File: src/rtl/cache_fill_arbiter_pkg.sv
// Shared memory-side types and constants for the cache fill arbiter.
// Block geometry is fixed: 16-byte blocks of eight 16-bit words.
package cpu_mem_pkg;

    localparam int ADDR_W        = 16;
    localparam int DATA_W        = 16;
    localparam int WORDS_PER_BLK = 8;
    localparam int MEM_LATENCY   = 4;
    localparam int BLK_OFFSET_W  = 4;
    localparam int WORD_IDX_W    = 3;

    localparam logic [ADDR_W-1:0] BLK_MASK  = ~ADDR_W'((1 << BLK_OFFSET_W) - 1);
    localparam logic [ADDR_W-1:0] WORD_MASK = ~ADDR_W'(1);

    typedef enum logic [2:0] {
        IDLE,
        STORE,
        FILL_I,
        FILL_D,
        DONE
    } arb_state_t;

endpackage

File: src/rtl/cache_fill_arbiter_if.sv
// Cache-side and memory-side signals of the fill arbiter.
// master = arbiter, slave = caches plus memory model.
interface cache_fill_arbiter_if;
    import cpu_mem_pkg::*;

    logic                  icache_miss;
    logic [ADDR_W-1:0]     icache_miss_addr;
    logic                  dcache_miss;
    logic [ADDR_W-1:0]     dcache_miss_addr;
    logic                  dcache_wr;
    logic [ADDR_W-1:0]     dcache_wr_addr;
    logic [DATA_W-1:0]     dcache_wr_data;
    logic                  mem_en;
    logic                  mem_wr;
    logic [ADDR_W-1:0]     mem_addr;
    logic [DATA_W-1:0]     mem_data_in;
    logic [DATA_W-1:0]     mem_data_out;
    logic                  mem_data_valid;
    logic [DATA_W-1:0]     fill_data;
    logic [WORD_IDX_W-1:0] fill_word_idx;
    logic                  icache_fill_we;
    logic                  dcache_fill_we;
    logic                  icache_fill_done;
    logic                  dcache_fill_done;
    logic                  wr_ack;
    logic                  busy;

    modport master (
        input  icache_miss, icache_miss_addr,
        input  dcache_miss, dcache_miss_addr,
        input  dcache_wr, dcache_wr_addr, dcache_wr_data,
        input  mem_data_out, mem_data_valid,
        output mem_en, mem_wr, mem_addr, mem_data_in,
        output fill_data, fill_word_idx,
        output icache_fill_we, dcache_fill_we,
        output icache_fill_done, dcache_fill_done,
        output wr_ack, busy
    );

    modport slave (
        output icache_miss, icache_miss_addr,
        output dcache_miss, dcache_miss_addr,
        output dcache_wr, dcache_wr_addr, dcache_wr_data,
        output mem_data_out, mem_data_valid,
        input  mem_en, mem_wr, mem_addr, mem_data_in,
        input  fill_data, fill_word_idx,
        input  icache_fill_we, dcache_fill_we,
        input  icache_fill_done, dcache_fill_done,
        input  wr_ack, busy
    );

endinterface

File: src/rtl/cache_fill_arbiter_fill_sequencer.sv
// Issue/receive counters and word-address generation for one block fill.
// Shared by both caches; the arbiter selects which cache receives the words.
module fill_sequencer
    import cpu_mem_pkg::*;
(
    input  logic                  clk,
    input  logic                  rst_n,
    input  logic                  start,
    input  logic                  active,
    input  logic                  rx_en,
    input  logic                  mem_data_valid,
    input  logic [ADDR_W-1:0]     blk_addr,
    output logic                  issue_en,
    output logic [ADDR_W-1:0]     rd_addr,
    output logic [WORD_IDX_W-1:0] word_idx,
    output logic                  fill_we,
    output logic                  last_word
);

    logic [WORD_IDX_W-1:0] issue_cnt_q, issue_cnt_d;
    logic [WORD_IDX_W-1:0] recv_cnt_q, recv_cnt_d;
    logic                  issued_all_q, issued_all_d;

    // The 3-bit issue counter wraps; issued_all stops a second pass.
    assign issue_en  = active && !issued_all_q;
    assign fill_we   = rx_en && mem_data_valid;
    assign last_word = fill_we && (recv_cnt_q == WORD_IDX_W'(WORDS_PER_BLK - 1));
    assign word_idx  = fill_we ? recv_cnt_q : '0;
    assign rd_addr   = issue_en
                     ? ((blk_addr & BLK_MASK) | ADDR_W'({issue_cnt_q, 1'b0}))
                     : '0;

    always_comb begin
        issue_cnt_d  = issue_cnt_q;
        recv_cnt_d   = recv_cnt_q;
        issued_all_d = issued_all_q;
        if (start) begin
            issue_cnt_d  = '0;
            recv_cnt_d   = '0;
            issued_all_d = 1'b0;
        end else begin
            if (issue_en) begin
                issue_cnt_d = issue_cnt_q + 1'b1;
                if (issue_cnt_q == WORD_IDX_W'(WORDS_PER_BLK - 1))
                    issued_all_d = 1'b1;
            end
            if (fill_we)
                recv_cnt_d = recv_cnt_q + 1'b1;
        end
    end

    always_ff @(posedge clk or negedge rst_n) begin
        if (!rst_n) begin
            issue_cnt_q  <= '0;
            recv_cnt_q   <= '0;
            issued_all_q <= 1'b0;
        end else begin
            issue_cnt_q  <= issue_cnt_d;
            recv_cnt_q   <= recv_cnt_d;
            issued_all_q <= issued_all_d;
        end
    end

endmodule

File: src/rtl/cache_fill_arbiter.sv
// Schedules I-fills, D-fills and D write-through stores onto main memory.
// D-side has priority except right after a D-side grant when I is waiting.
module cache_fill_arbiter
    import cpu_mem_pkg::*;
(
    input logic              clk,
    input logic              rst_n,
    cache_fill_arbiter_if.master bus
);

    arb_state_t        state_q, state_d;
    logic [ADDR_W-1:0] addr_q, addr_d;
    logic [DATA_W-1:0] wr_data_q, wr_data_d;
    logic              last_was_d_q, last_was_d_d;
    logic              is_d_q, is_d_d;
    logic              wr_ack_q, wr_ack_d;

    logic              start, fill_active, rx_en;
    logic              issue_en, fill_we, last_word;
    logic [ADDR_W-1:0] rd_addr;

    assign fill_active = (state_q == FILL_I) || (state_q == FILL_D);
    assign rx_en       = fill_active || (state_q == DONE);

    always_comb begin
        state_d      = state_q;
        addr_d       = addr_q;
        wr_data_d    = wr_data_q;
        last_was_d_d = last_was_d_q;
        is_d_d       = is_d_q;
        wr_ack_d     = 1'b0;
        start        = 1'b0;
        unique case (state_q)
            IDLE: begin
                // A store still high during its ack cycle is the one just served.
                if (bus.icache_miss && last_was_d_q) begin
                    state_d = FILL_I;
                    addr_d  = bus.icache_miss_addr;
                    is_d_d  = 1'b0;
                    start   = 1'b1;
                end else if (bus.dcache_wr && !wr_ack_q) begin
                    state_d   = STORE;
                    addr_d    = bus.dcache_wr_addr;
                    wr_data_d = bus.dcache_wr_data;
                    is_d_d    = 1'b1;
                end else if (bus.dcache_miss) begin
                    state_d = FILL_D;
                    addr_d  = bus.dcache_miss_addr;
                    is_d_d  = 1'b1;
                    start   = 1'b1;
                end else if (bus.icache_miss) begin
                    state_d = FILL_I;
                    addr_d  = bus.icache_miss_addr;
                    is_d_d  = 1'b0;
                    start   = 1'b1;
                end
            end
            STORE: begin
                state_d      = IDLE;
                wr_ack_d     = 1'b1;
                last_was_d_d = 1'b1;
            end
            FILL_I, FILL_D: begin
                if (last_word)
                    state_d = DONE;
            end
            DONE: begin
                state_d      = IDLE;
                last_was_d_d = is_d_q;
            end
            default: state_d = IDLE;
        endcase
    end

    always_ff @(posedge clk or negedge rst_n) begin
        if (!rst_n) begin
            state_q      <= IDLE;
            addr_q       <= '0;
            wr_data_q    <= '0;
            last_was_d_q <= 1'b0;
            is_d_q       <= 1'b0;
            wr_ack_q     <= 1'b0;
        end else begin
            state_q      <= state_d;
            addr_q       <= addr_d;
            wr_data_q    <= wr_data_d;
            last_was_d_q <= last_was_d_d;
            is_d_q       <= is_d_d;
            wr_ack_q     <= wr_ack_d;
        end
    end

    fill_sequencer u_seq (
        .clk            (clk),
        .rst_n          (rst_n),
        .start          (start),
        .active         (fill_active),
        .rx_en          (rx_en),
        .mem_data_valid (bus.mem_data_valid),
        .blk_addr       (addr_q),
        .issue_en       (issue_en),
        .rd_addr        (rd_addr),
        .word_idx       (bus.fill_word_idx),
        .fill_we        (fill_we),
        .last_word      (last_word)
    );

    assign bus.mem_en           = (state_q == STORE) || issue_en;
    assign bus.mem_wr           = (state_q == STORE);
    assign bus.mem_addr         = (state_q == STORE) ? (addr_q & WORD_MASK) : rd_addr;
    assign bus.mem_data_in      = (state_q == STORE) ? wr_data_q : '0;
    assign bus.fill_data        = bus.mem_data_out;
    assign bus.icache_fill_we   = fill_we && !is_d_q;
    assign bus.dcache_fill_we   = fill_we && is_d_q;
    assign bus.icache_fill_done = (state_q == DONE) && !is_d_q;
    assign bus.dcache_fill_done = (state_q == DONE) && is_d_q;
    assign bus.wr_ack           = wr_ack_q;
    assign bus.busy             = (state_q != IDLE);

endmodule

File: src/flat_wrapper.sv
// flat-port wrapper written by rule: the top's interface ports become plain ports
module cache_fill_arbiter_flat import cpu_mem_pkg::*;
  (clk, rst_n, bus_icache_miss, bus_icache_miss_addr, bus_dcache_miss, bus_dcache_miss_addr, bus_dcache_wr, bus_dcache_wr_addr, bus_dcache_wr_data, bus_mem_data_out, bus_mem_data_valid, bus_mem_en, bus_mem_wr, bus_mem_addr, bus_mem_data_in, bus_fill_data, bus_fill_word_idx, bus_icache_fill_we, bus_dcache_fill_we, bus_icache_fill_done, bus_dcache_fill_done, bus_wr_ack, bus_busy);
  cache_fill_arbiter_if bus_i ();
  input logic clk;
  input logic rst_n;
  input wire logic [$bits(bus_i.icache_miss)-1:0] bus_icache_miss;
  input wire logic [$bits(bus_i.icache_miss_addr)-1:0] bus_icache_miss_addr;
  input wire logic [$bits(bus_i.dcache_miss)-1:0] bus_dcache_miss;
  input wire logic [$bits(bus_i.dcache_miss_addr)-1:0] bus_dcache_miss_addr;
  input wire logic [$bits(bus_i.dcache_wr)-1:0] bus_dcache_wr;
  input wire logic [$bits(bus_i.dcache_wr_addr)-1:0] bus_dcache_wr_addr;
  input wire logic [$bits(bus_i.dcache_wr_data)-1:0] bus_dcache_wr_data;
  input wire logic [$bits(bus_i.mem_data_out)-1:0] bus_mem_data_out;
  input wire logic [$bits(bus_i.mem_data_valid)-1:0] bus_mem_data_valid;
  output wire logic [$bits(bus_i.mem_en)-1:0] bus_mem_en;
  output wire logic [$bits(bus_i.mem_wr)-1:0] bus_mem_wr;
  output wire logic [$bits(bus_i.mem_addr)-1:0] bus_mem_addr;
  output wire logic [$bits(bus_i.mem_data_in)-1:0] bus_mem_data_in;
  output wire logic [$bits(bus_i.fill_data)-1:0] bus_fill_data;
  output wire logic [$bits(bus_i.fill_word_idx)-1:0] bus_fill_word_idx;
  output wire logic [$bits(bus_i.icache_fill_we)-1:0] bus_icache_fill_we;
  output wire logic [$bits(bus_i.dcache_fill_we)-1:0] bus_dcache_fill_we;
  output wire logic [$bits(bus_i.icache_fill_done)-1:0] bus_icache_fill_done;
  output wire logic [$bits(bus_i.dcache_fill_done)-1:0] bus_dcache_fill_done;
  output wire logic [$bits(bus_i.wr_ack)-1:0] bus_wr_ack;
  output wire logic [$bits(bus_i.busy)-1:0] bus_busy;
  assign bus_i.icache_miss = bus_icache_miss;
  assign bus_i.icache_miss_addr = bus_icache_miss_addr;
  assign bus_i.dcache_miss = bus_dcache_miss;
  assign bus_i.dcache_miss_addr = bus_dcache_miss_addr;
  assign bus_i.dcache_wr = bus_dcache_wr;
  assign bus_i.dcache_wr_addr = bus_dcache_wr_addr;
  assign bus_i.dcache_wr_data = bus_dcache_wr_data;
  assign bus_i.mem_data_out = bus_mem_data_out;
  assign bus_i.mem_data_valid = bus_mem_data_valid;
  assign bus_mem_en = bus_i.mem_en;
  assign bus_mem_wr = bus_i.mem_wr;
  assign bus_mem_addr = bus_i.mem_addr;
  assign bus_mem_data_in = bus_i.mem_data_in;
  assign bus_fill_data = bus_i.fill_data;
  assign bus_fill_word_idx = bus_i.fill_word_idx;
  assign bus_icache_fill_we = bus_i.icache_fill_we;
  assign bus_dcache_fill_we = bus_i.dcache_fill_we;
  assign bus_icache_fill_done = bus_i.icache_fill_done;
  assign bus_dcache_fill_done = bus_i.dcache_fill_done;
  assign bus_wr_ack = bus_i.wr_ack;
  assign bus_busy = bus_i.busy;
  cache_fill_arbiter u_core (.clk(clk), .rst_n(rst_n), .bus(bus_i));
endmodule
File: config.mk
export PLATFORM = sky130hd
export DESIGN_NAME = cache_fill_arbiter_flat
export DESIGN_NICKNAME = d
export VERILOG_FILES = /design/src/rtl/cache_fill_arbiter_pkg.sv /design/src/rtl/cache_fill_arbiter_if.sv /design/src/rtl/cache_fill_arbiter_fill_sequencer.sv /design/src/rtl/cache_fill_arbiter.sv /design/src/flat_wrapper.sv
export SDC_FILE = /design/constraint.sdc
export NUM_CORES = 1
export LEC_CHECK = 0
export CAP_MARGIN = 25
export CORE_MARGIN = 2
export CORE_UTILIZATION = 39
export DETAILED_ROUTE_END_ITERATION = 12
export GPL_TIMING_DRIVEN = 0
export PLACE_DENSITY = 0.88
export SYNTH_ARGS = -nofsm -noshare
export SYNTH_HDL_FRONTEND = slang
export SYNTH_SLANG_ARGS = --single-unit
export TNS_END_PERCENT = 20
File: constraint.sdc
create_clock -name clk -period 2 [get_ports clk]
set_clock_uncertainty 0.15 [all_clocks]
set_input_delay 0.2 -clock clk [delete_from_list [all_inputs] [get_ports clk]]
set_output_delay 0.2 -clock clk [all_outputs]
set_load 0.005 [all_outputs]
After elaboration in Yosys (flattened, before gate mapping):

Cells that the tools add are included.
Widths: inputs -> output; s select.

* bits of input ports: 86
* register bits after elaboration: 45

* muxes and demuxes: 32
* equal/unequal tests: 8
* bitwise logic cells: 2
* add/subtract/negate cells: 2
* reduce and logical (&&, ||, !) cells: 27

Operators by type and width (number)
* $mux 16: 7
* $mux 3: 10
* $or 16x4->16: 1
* $mux 1: 13
* $eq 3x3->1 const B: 3
* $logic_and 1x1->1: 9
* $reduce_bool 2->1: 4
* $add 3x1->3 const B: 2
* $eq 3x2->1 const B: 2
* $pmux 3 s2: 1
* $reduce_and 2->1: 3
* $ne 5x3->1 const B: 1
* $reduce_bool 4->1: 1
* $eq 3x1->1 const B: 1
* $logic_not 1->1: 3
* $logic_not 3->1: 1
* $logic_or 1x1->1: 3
* $reduce_and 3->1: 1
* $reduce_bool 3->1: 1
* $ne 2x1->1 const B: 1
* $pmux 1 s2: 1
* $reduce_or 2->1: 1
* $not 1->1: 1

Logic depth before layout (Yosys ltp):

* depth after elaboration: 7
* gate-level depth with buffers: 7
* gate-level depth less buffers: 5

Hierarchy:

From an unflattened synthesis, not the netlist that was laid out.

* cells, all modules: 292
* area, all modules: 2949.1 um2

By module, submodules not included
* cache_fill_arbiter: cells an instance 235, seq. area each 950.9 um2, instances 1, area each 2402.3 um2
* fill_sequencer: cells an instance 57, seq. area each 175.2 um2, instances 1, area each 546.8 um2

Least setup slack after synthesis:

No wires, ideal clock.

* path kind: reg2reg
* start: reg u_core.state_q[0]
* end: reg u_core.addr_q[10]
* required time: 1.729 ns
* stages on the path, launching flop included: 6
* arrival: 1.364 ns
* path buffers: 2
* path slack: 0.365 ns
* library setup time: 0.121 ns
* period minus slack after synthesis: 1.635 ns
* cell sequence: dfrtp_1 -> buf_6 -> nor3_4 -> nand2_1 -> buf_2 -> a22o_2

* longest elaborated chain between the ends: 2

RTL lines
* from (decl): RTL line cache_fill_arbiter.sv:11 `arb_state_t state_q, state_d;`
* from (signal assigned): RTL line cache_fill_arbiter.sv:84 `state_q <= state_d;`
* $logic_not 3->1: RTL line cache_fill_arbiter.sv:33 `unique case (state_q)`
* $reduce_and 2->1 (no line)
* to (signal assigned): RTL line cache_fill_arbiter.sv:85 `addr_q <= addr_d;`
* to (decl): RTL line cache_fill_arbiter.sv:12 `logic [ADDR_W-1:0] addr_q, addr_d;`

Every way passes these cells.
A chain may end at the register's enable or synchronous reset.

Worst setup path after layout:

* start: reg u_core.state_q[1]
* end: out bus_mem_addr[3]

* longest elaborated chain between the ends: 5
* elaborated cells on any way between the ends: 7

RTL lines
* $eq 3x2->1: RTL line cache_fill_arbiter.sv:22 `assign fill_active = (state_q == FILL_I) || (state_q == FILL_D);`
* $logic_or 1x1->1: RTL line cache_fill_arbiter.sv:22
* $logic_and 1x1->1: RTL line cache_fill_arbiter_fill_sequencer.sv:25 `assign issue_en = active && !issued_all_q;`
* $mux 16: RTL line cache_fill_arbiter_fill_sequencer.sv:30 `? ((blk_addr & BLK_MASK) | ADDR_W'({issue_cnt_q, 1'b0}))`
* $mux 16 (*): RTL line cache_fill_arbiter.sv:110 `assign bus.mem_addr = (state_q == STORE) ? (addr_q & WORD_MASK) : rd_addr;`
* to (decl): RTL line flat_wrapper.sv:18 `output wire logic [$bits(bus_i.mem_addr)-1:0] bus_mem_addr;`

Every way passes the cells marked *; elsewhere a longest branch is shown, timed or not.

==> summary.txt <==
Status
  • Outcome: finished, violations left
  • Violated checks: negative setup slack

Finish
  • Layout Cells excl Fill: 503
  • N_diodes: 0
  • Synth-to-Final Area Change: 64.6%
  • Layout filler cell count: 552
  • NumNets Final: 512
  • Share of post-route cells with drive strength above 1: 0.350

Route
  • Final ANT Viol Nets: 0
  • Drt first pass iters: 4
  • DR WL met3: 555 microns
  • Highest metal used: met4
  • WL final: 8050 microns
  • WL met1: 3200 microns
  • Vias: 2566
  • Routed length per instance: 16.0 microns
  • Routed wl met2: 4190 microns
  • Via-to-Cell Ratio: 5.10
  • DR iter-0 viols: 70
  • DR DRC count: 0

Setup path
  • Worst Path Max Fanout: 5
  • Critical path arrival: 1.80 ns
  • Data required, critical path: 1.65 ns
  • Worst r2r path cells: 8
  • Critical Path End Type: primary output
  • Critical Path Source Type: register
  • WS Path Type: register to primary output

Place
  • # placed instances: 468
  • GP Congestion: 0.816
  • IO Port Bufs: 124
  • Dpl hpwl: 5750 microns

Clock network
  • CTS tree: done
  • Clock Sinks: 44
  • Total CTS buffers: 5
  • Clock Path Buffers: 2
  • CTS Root Cell: clkbuf_8
  • Reg clk slew, reported paths: 0.08 ns
  • H-tree depth: 2
  • Worst-Skew Late Latency: 0.29 ns

STA
  • Final Max Slew Viols: 0
  • RSZ-0062 raised after global routing: true
  • Min Tclk post-route: 2.15 ns
  • Worst Tran Pin Value: 0.588 ns
  • Final Hold Viols: 0
  • Final setup viols: 21
  • Max frequency: 465 MHz
  • Setup ws final: -0.151 ns
  • Worst Hold Slack: 0.308 ns
  • Worst slew margin: 0.608
  • Crit share post-route: 1.08

Run
  • Max-cap violations: 0

Yosys
  • Post-synthesis async set-or-reset flop share: 1.00
  • Post-synth EDFFs: 0
  • Sequential fraction of the synthesis area: 0.416
  • Area leader, netlist: dfrtp_1
  • Yosys Warn Count: 0
  • Synth top area share: 0.416
  • Syn_area_per_cell: 10.1 sq um
  • Post-synthesis cell type count: 35
  • Mapped Cells: 263
  • Main area contributors after synthesis: dfrtp_1 (42%), and2_1 (7.8%), mux2_2 (6.4%)
  • Post-synth top flop: dfrtp_1
  • Cell Area, Synth: 2650 sq um
  • Syn nets: 353
  • Post-synthesis register bit count: 44

Power
  • Pwr dens: 1090 nW/um^2
  • Clock Power Share: 0.122
  • Internal power: 3.15 mW
  • Switching share of power: 0.335
  • Static Leak: 2.00 nW
  • Sw Pwr: 1.59 mW
  • Peak supply drop: 0.000477 V
  • Sequential power share: 0.332
  • Comb power frac: 0.546

Global routing
  • Global route overflow: 0
  • Vias in the first global route: 2743
  • Pin count of the biggest net entering global routing: 24
  • First-pass GRT wire length: 12600 microns
  • Gr usage total: 0.215
  • Initial antenna violation count: 0

Die
  • # IOs: 145
  • # rows: 30
  • Initial Util: 0.396
  • Die Y: 86.4 microns
  • Die Span X: 86.4 microns
  • Core Footprint: 6680 sq um
  • Die Footprint: 7460 sq um

Hold path
  • Hold Path Class: input pin to asynchronous set/reset pin
[cell families after synthesis]
kind of cell	Yosys count	share of synthesized area
other cells	1	0.00142
buf+inv	35	0.0946
fa+ha+maj	4	0.0189
flops	44	0.416
simple gates	96	0.209
compound gates	63	0.176
xor+xnor	2	0.00662
mux	18	0.0771
[Yosys cell counts (2+ instances only)]
cell / instances
dfrtp_1: 44
and2_1: 33
nor2_1: 26
buf_4: 18
nor3b_1: 18
o21ai_0: 18
o21a_1: 16
mux2_2: 15
a22o_1: 12
nand2_1: 10
a22o_2: 7
buf_6: 6
buf_2: 5
clkbuf_1: 4
ha_1: 4
nor2b_1: 3
a21o_1: 2
a21oi_1: 2
mux2i_1: 2
nand2b_1: 2
xnor2_1: 2
[metal layers]
metal	track usage	vias up
li1	-	1206
met3	0.0562	10
met4	0.0597	0
met1	0.242	1240
met5	0	-
met2	0.398	110
[critical path, cell delays in order, from the launching register on]
cell      delay [ns]
dfrtp_1         0.42
buf_6           0.16
nor3b_4         0.31
clkbuf_8        0.21
buf_6           0.09
buf_6           0.08
a22o_1          0.12
buf_2           0.11
[cell type report]
class	instances	area (sq um)	area share
sequential	44	1100	0.253
clock buffer	8	90.1	0.0207
timing repair buffer	152	1400	0.321
inverter	1	3.75	0.000862
tap	80	100	0.0230
buffer	34	283	0.0649
multi-input combinational	184	1380	0.317
[power by group through the flow]
stage / logic, mW / clock network, mW / registers, mW
after global routing: 2.81 / 0.627 / 1.62
after CTS: 2.42 / 0.597 / 1.56
after floorplan: 1.30 / 0 / 1.49
final: 2.59 / 0.580 / 1.57
after detailed placement: 2.18 / 0 / 1.57
after global placement: 2.10 / 0 / 1.54
[registers in the layout, indices dropped and copies added, names as in the netlist]
signal                     cells
u_core.addr_q                 15
u_core.u_seq.issue_cnt_q       3
u_core.u_seq.issued_all_q      1
u_core.is_d_q                  1
u_core.wr_data_q              16
u_core.state_q                 3
u_core.last_was_d_q            1
u_core.bus.wr_ack              1
u_core.u_seq.recv_cnt_q        3
[placed cells by master, fill, tap and decap left out, types with 4 or more instances in the layout]
master / netlist / final
clkdlybuf4s50_1: 0 / 82
dfrtp_1: 44 / 44
buf_6: 6 / 32
buf_4: 18 / 28
buf_2: 5 / 26
and2_1: 33 / 25
nor2_1: 26 / 23
o21ai_0: 18 / 17
nor3b_1: 18 / 16
o21a_1: 16 / 16
mux2_2: 15 / 15
a22o_1: 12 / 12
nand2_1: 10 / 9
clkbuf_8: 0 / 8
and2_4: 0 / 8
a22o_2: 7 / 7
clkbuf_2: 0 / 6
clkbuf_1: 4 / 4
ha_1: 4 / 4
[timing repair]
action	4_1_cts	5_1_grt
hold buffers	1	0
cloned	4	0
gates resized for setup	153	54
endpoints found under the setup margin	41	43
pin swaps	12	14
buffers inserted	18	5
hold endpoints to repair	21	0
[worst paths after layout]
kind                                                        from                                 endpoint  slack, ns
worst max register to register     u_core.state_q[1]$_DFFE_PN0P_            u_core.addr_q[15]$_DFFE_PN0P_       0.06
min in group clk                u_core.wr_data_q[10]$_DFFE_PN0P_         u_core.wr_data_q[10]$_DFFE_PN0P_       0.35
worst min register to register  u_core.wr_data_q[10]$_DFFE_PN0P_         u_core.wr_data_q[10]$_DFFE_PN0P_       0.35
worst min-delay path                                       rst_n            u_core.addr_q[14]$_DFFE_PN0P_       0.31
worst max-delay path               u_core.state_q[1]$_DFFE_PN0P_                          bus_mem_addr[3]      -0.15
max in group asynchronous                                  rst_n  u_core.u_seq.issue_cnt_q[0]$_DFFE_PN0P_       0.87
[metrics by stage]
step	util	area [sq um]	TNS, ns	setup WS [ns]	total power, mW
finish	0.652	4360	-1.51	-0.151	4.74
global route	0.652	4360	-3.80	-0.241	5.06
CTS	0.640	4270	-2.08	-0.226	4.58
detailed placement	0.600	4010	-13.05	-0.454	3.75
global placement	0.597	3990	-38.17	-0.614	3.63
floorplan	-	2650	0	0.365	2.79
Note: power is estimated with default switching activity, not from simulation.
